==> src/rtl/hs_pulse_scheduler.sv <==
// rtl/hs_pulse_scheduler.sv - clkA-side event queue and pulse pacer for the handshake pulse synchronizer (optional watchdog: HS_ACK_TIMEOUT_EN)
module hs_pulse_scheduler #(
  parameter int CNT_W          = 4,
  parameter int GAP_CYCLES     = 1,
  parameter int TIMEOUT_CYCLES = 64
) (
  input  logic             clkA,
  input  logic             rst_n,
  input  logic             evt_in,
  input  logic             hs_busy,
  input  logic             ovf_clr,
  output logic             hs_pulse,
  output logic [CNT_W-1:0] pending_cnt,
  output logic             overflow,
  output logic             sched_busy,
  output logic             hs_timeout
);

  typedef enum logic [2:0] {
    ST_IDLE,
    ST_ISSUE,
    ST_WAIT_RISE,
    ST_WAIT_FALL,
    ST_GAP
  } state_e;

  localparam int GAP_W = (GAP_CYCLES > 0) ? $clog2(GAP_CYCLES + 1) : 1;
  localparam logic [CNT_W-1:0] CNT_MAX  = '1;
  localparam logic [GAP_W-1:0] GAP_LOAD = GAP_W'(GAP_CYCLES);

  state_e           state_q, state_d;
  logic [CNT_W-1:0] cnt_q, cnt_d;
  logic [GAP_W-1:0] gap_q, gap_d;
  logic             ovf_q, ovf_d;
  logic             pulse_q, pulse_d;
  logic             sbusy_q, sbusy_d;
  logic             issue;
  logic             drop;
  logic             wd_expire;
  logic             in_wait;

  assign in_wait = (state_q == ST_WAIT_RISE) || (state_q == ST_WAIT_FALL);

  // Handshake pacing: issue one pulse, track busy rise/fall, then hold off for the guard gap.
  always_comb begin
    state_d = state_q;
    gap_d   = gap_q;
    issue   = 1'b0;
    case (state_q)
      ST_IDLE: begin
        // Registered count only; a stale busy (e.g. after reset) blocks issue.
        if ((cnt_q != '0) && !hs_busy) begin
          issue   = 1'b1;
          state_d = ST_ISSUE;
        end
      end
      ST_ISSUE: begin
        state_d = ST_WAIT_RISE;
      end
      ST_WAIT_RISE: begin
        if (wd_expire) begin
          if (GAP_CYCLES == 0) begin
            state_d = ST_IDLE;
          end else begin
            state_d = ST_GAP;
            gap_d   = GAP_LOAD;
          end
        end else if (hs_busy) begin
          state_d = ST_WAIT_FALL;
        end
      end
      ST_WAIT_FALL: begin
        // A one-cycle busy pulse lands here and is already low: counts as a full handshake.
        if (wd_expire || !hs_busy) begin
          if (GAP_CYCLES == 0) begin
            state_d = ST_IDLE;
          end else begin
            state_d = ST_GAP;
            gap_d   = GAP_LOAD;
          end
        end
      end
      ST_GAP: begin
        gap_d = gap_q - GAP_W'(1);
        if (gap_q <= GAP_W'(1)) begin
          state_d = ST_IDLE;
        end
      end
      default: begin
        state_d = ST_IDLE;
      end
    endcase
  end

  // Saturating event queue: +1 per event, -1 per issued pulse, drop and flag at full scale.
  always_comb begin
    cnt_d = cnt_q;
    drop  = 1'b0;
    if (evt_in && !issue) begin
      if (cnt_q == CNT_MAX) begin
        drop = 1'b1;
      end else begin
        cnt_d = cnt_q + CNT_W'(1);
      end
    end else if (!evt_in && issue) begin
      cnt_d = cnt_q - CNT_W'(1);
    end
    // A drop in the same cycle as a clear must stay visible.
    if (drop) begin
      ovf_d = 1'b1;
    end else if (ovf_clr) begin
      ovf_d = 1'b0;
    end else begin
      ovf_d = ovf_q;
    end
    pulse_d = issue;
    sbusy_d = (state_d != ST_IDLE);
  end

  // State, queue and output registers.
  always_ff @(posedge clkA) begin
    if (!rst_n) begin
      state_q <= ST_IDLE;
      cnt_q   <= '0;
      gap_q   <= '0;
      ovf_q   <= 1'b0;
      pulse_q <= 1'b0;
      sbusy_q <= 1'b0;
    end else begin
      state_q <= state_d;
      cnt_q   <= cnt_d;
      gap_q   <= gap_d;
      ovf_q   <= ovf_d;
      pulse_q <= pulse_d;
      sbusy_q <= sbusy_d;
    end
  end

`ifdef HS_ACK_TIMEOUT_EN
  localparam int WD_W = $clog2(TIMEOUT_CYCLES + 1);

  logic [WD_W-1:0] wd_q, wd_d;
  logic            tmo_q, tmo_d;

  // Expire on the TIMEOUT_CYCLES-th cycle spent waiting on this handshake.
  assign wd_expire = in_wait && (wd_q == WD_W'(TIMEOUT_CYCLES - 1));

  // Watchdog: restart per issued pulse, count only while waiting on busy.
  always_comb begin
    wd_d  = wd_q;
    tmo_d = tmo_q | wd_expire;
    if (issue) begin
      wd_d = '0;
    end else if (in_wait && !wd_expire) begin
      wd_d = wd_q + WD_W'(1);
    end
  end

  // Watchdog registers; the timeout flag is only cleared by reset.
  always_ff @(posedge clkA) begin
    if (!rst_n) begin
      wd_q  <= '0;
      tmo_q <= 1'b0;
    end else begin
      wd_q  <= wd_d;
      tmo_q <= tmo_d;
    end
  end

  assign hs_timeout = tmo_q;
`else
  logic unused_wd_cfg;

  assign wd_expire     = 1'b0;
  assign hs_timeout    = 1'b0;
  assign unused_wd_cfg = (TIMEOUT_CYCLES != 0) & in_wait;
`endif

  assign hs_pulse    = pulse_q;
  assign pending_cnt = cnt_q;
  assign overflow    = ovf_q;
  assign sched_busy  = sbusy_q;

endmodule

==> config.mk <==
export PLATFORM = sky130hd
export DESIGN_NAME = hs_pulse_scheduler
export DESIGN_NICKNAME = d
export VERILOG_FILES = /design/src/rtl/hs_pulse_scheduler.sv
export SDC_FILE = /design/constraint.sdc
export NUM_CORES = 1
export LEC_CHECK = 0
export ABC_AREA = 1
export CAP_MARGIN = 15
export CORE_MARGIN = 1.5
export CORE_UTILIZATION = 41
export CTS_CLUSTER_DIAMETER = 60
export CTS_CLUSTER_SIZE = 24
export DETAILED_ROUTE_END_ITERATION = 12
export PLACE_DENSITY_LB_ADDON = 0.15
export SETUP_SLACK_MARGIN = 0.4
export SYNTH_ARGS = -nofsm -noshare
export SYNTH_HDL_FRONTEND = slang
export SYNTH_SLANG_ARGS = --single-unit
==> constraint.sdc <==
create_clock -name clkA -period 1.8 [get_ports clkA]
set_input_delay 0.36 -clock clkA [delete_from_list [all_inputs] [get_ports clkA]]
set_output_delay 0.36 -clock clkA [all_outputs]
set_load 0.02 [all_outputs]
==> results.py <==
metrics = {
    "clocking": {
        "htreeDepth": 1,
        "cts_sinks": 10,
        "path_clk_slew_ns": 0.07,
        "clockBufferDepth": 2,
        "holdBufCountCts": 0,
        "numCtsBuffers": 3,
        "cts_tree": "done",
        "cts_root_buf": "clkbuf_4",
        "clock_latency_ns": 0.27,
    },
    "finish": {
        "final_util_pct": 85.3,
        "drive_above_1_share_pct": 65.4,
        "insertedDiodeCount": 0,
        "syn_to_final_growth_pct": 84.1,
        "layout.cells.most_common": "buf_4",
        "fin_area_um2": 986,
        "fin_cells": 121,
        "nNetsFinal": 116,
        "layout_common_cells": "buf_4, nand2_2, inv_2, nor2_1, dlygate4sd2_1",
        "fillers": 64,
    },
    "timing": {
        "fin_skew_ns": 0.000220,
        "timing.fmax_ghz": 0.583,
        "setup_viol": 0,
        "hold_viol_final": 0,
        "period_share_pct": 95.3,
        "rsz0062_at_grt": "true",
        "final_max_slew_viol_count": 0,
        "period_needed_ns": 1.72,
    },
    "detailed_routing": {
        "drtIter0Drc": 14,
        "wl_per_cell_um": 14.3,
        "antenna_left": 0,
        "vias_per_cell": 4.98,
        "drc": 0,
        "vias": 602,
        "drt_first_pass_iters": 4,
        "finalWirelength_mm": 1.73,
    },
    "global_route": {
        "grt_max_degree": 7,
        "antenna_found_initial": 0,
        "overflow": 0,
        "grt_first_pass_wirelength_mm": 2.30,
        "grtUsageTotal_pct": 23.4,
        "grt_pass1_vias": 556,
    },
    "logic_synthesis": {
        "synth_seq_area_share_pct": 37.4,
        "synth_mux_area_share_pct": 0,
        "synth_xor_area_share_pct": 1.64,
        "netlist_instances": 68,
        "syn-mean-instance-area_um2": 7.88,
        "syn-num-nets": 76,
        "ys_ff_latch": 10,
        "synth_top_area_share_pct": 37.4,
        "synth-simple-area-share_pct": 34.1,
        "synth_top_area_cell": "dfxtp_1",
        "synth_cell_types": 25,
        "yosysWarningCount": 0,
        "synth_fa_ha_area_share_pct": 8.41,
        "yosys-top-cells-area": "dfxtp_1, inv_1, nand2_1",
        "synth_top_family_by_area": "simple AND/OR/NAND/NOR gates",
        "synth-compound-area-share_pct": 8.64,
        "syn_area_um2": 536,
    },
    "floorplanning": {
        "num_io_pins": 13,
        "std_cell_rows": 12,
        "die_y_um": 39.1,
        "die_area_um2": 1530,
        "dieWidth_um": 39.1,
        "initial_core_util_pct": 46.3,
        "core-area_um2": 1160,
    },
    "placed_design": {
        "placed_cells": 98,
        "gp_congestion": 0.728,
        "place_hpwl_um": 773,
        "place_area_um2": 737,
        "io_buffer_count": 11,
    },
    "setup_path": {
        "crit_path_end_kind": "register",
        "critPathKind": "register to register",
        "critPathMaxFanout": 4,
        "worstPathArrival_ns": 1.92,
        "critPathLaunchType": "register",
        "required_ns": 2.00,
    },
    "power": {
        "power_mw": 1.84,
        "p_per_area_nw_per_um2": 1860,
        "peakVddDrop_mv": 1.37,
        "power.leakage_nw": 0.471,
    },
    "run_status": {
        "status": "finished clean",
    },
    "worst_hold_path": {
        "holdCritPathClass": "register to register",
    },
    "flow_run": {
        "maxCapViolations": 0,
    },
}
[through the flow]
step	setup TNS (ns)	worst slack, ns	hold WS, ns
2_1_floorplan	0	0.151	0.428
4_1_cts	0	0.160	0.447
3_5_place_dp	-0.931	-0.366	0.439
3_3_place_gp	-0.881	-0.345	0.447
6_report	0	0.0842	0.475
5_1_grt	-0.0178	-0.0178	0.483
[state kept, by name, summed over array words and instances, names as in the netlist]
name and cells:
state_q 3, sched_busy 1, hs_pulse 1, overflow 1
pending_cnt 4
[where the power goes]
group	total [mW]	switching, mW	leakage, nW	internal (mW)
sequential	0.388	0.0705	0.0857	0.318
clock	0.161	0.0810	0.0154	0.0802
combinational	1.29	0.622	0.370	0.665
[Yosys cell counts]
cell type and number:
o22ai_1 1, conb_1 1, buf_4 1, nand2_4 1
a31oi_1 1, nor2_1 9, nand2_1 9, dfxtp_1 10
a21oi_1 3, inv_2 2, nand3_1 1, o21ai_0 2
nor2_4 1, xor2_1 1, nand2_2 5, nand2b_4 1
nand4_1 2, ha_1 2, nand3_2 1, inv_1 9
nor4_1 1, nor2_2 1, nand3b_1 1, a31o_2 1
fa_1 1
[path summary, 6_finish.rpt]
check	from	endpoint	slack, ns	cells after the start
max	state_q[1]	pending_cnt[3]	0.08	15
min	state_q[1]	state_q[1]	0.48	1
min reg2reg	state_q[1]	state_q[1]	0.48	1
max reg2reg	state_q[1]	pending_cnt[3]	0.08	15
[routing by layer]
metal,routed length (um),up-vias,track usage (%)
met4,27,0,3.45
met2,846,20,39.6
met3,100,4,8.67
li1,-,292,-
met1,751,286,28.6
met5,0,-,0
[critical path, cell delays in order, from the launching register on]
cell and delay (ns):
dfxtp_2 0.33, inv_2 0.07, nand2_4 0.06, nor2_4 0.12
nand2_2 0.09, nand2_4 0.11, ha_4 0.22, nand2_2 0.08
inv_2 0.05, a21oi_4 0.14, inv_2 0.05, nand2_2 0.07
nand2_2 0.05, nor2_2 0.09, nor2_1 0.04, nor2_1 0.08
[cells by family (layout without fill, tap and decap cells)]
family,after synthesis,count (layout)
and+or+nand+nor,33,33
AOI/OAI and AO/OA,8,8
other,1,1
adders and majority gates,3,3
buffers and inverters,12,51
DFF,10,10
xor gates and xnor gates,1,1
[cell type report]
class | instances | area, um2 | area share (%)
Clock buffer | 3 | 22.5 | 2.28
Clock inverter | 1 | 3.75 | 0.381
Inverter | 11 | 43.8 | 4.44
Multi-Input combinational cell | 46 | 385 | 39.1
Sequential cell | 10 | 218 | 22.1
Tap cell | 14 | 17.5 | 1.78
Timing Repair Buffer | 36 | 295 | 29.9
[repair_timing]
| action | in CTS | in global routing |
|---|---|---|
| gates cloned | 0 | 0 |
| resized for setup | 21 | 24 |
| pin swaps | 18 | 20 |
| setup buffers | 16 | 3 |
| setup endpoints to repair | 12 | 8 |
Note: power is estimated with default switching activity, not from simulation.
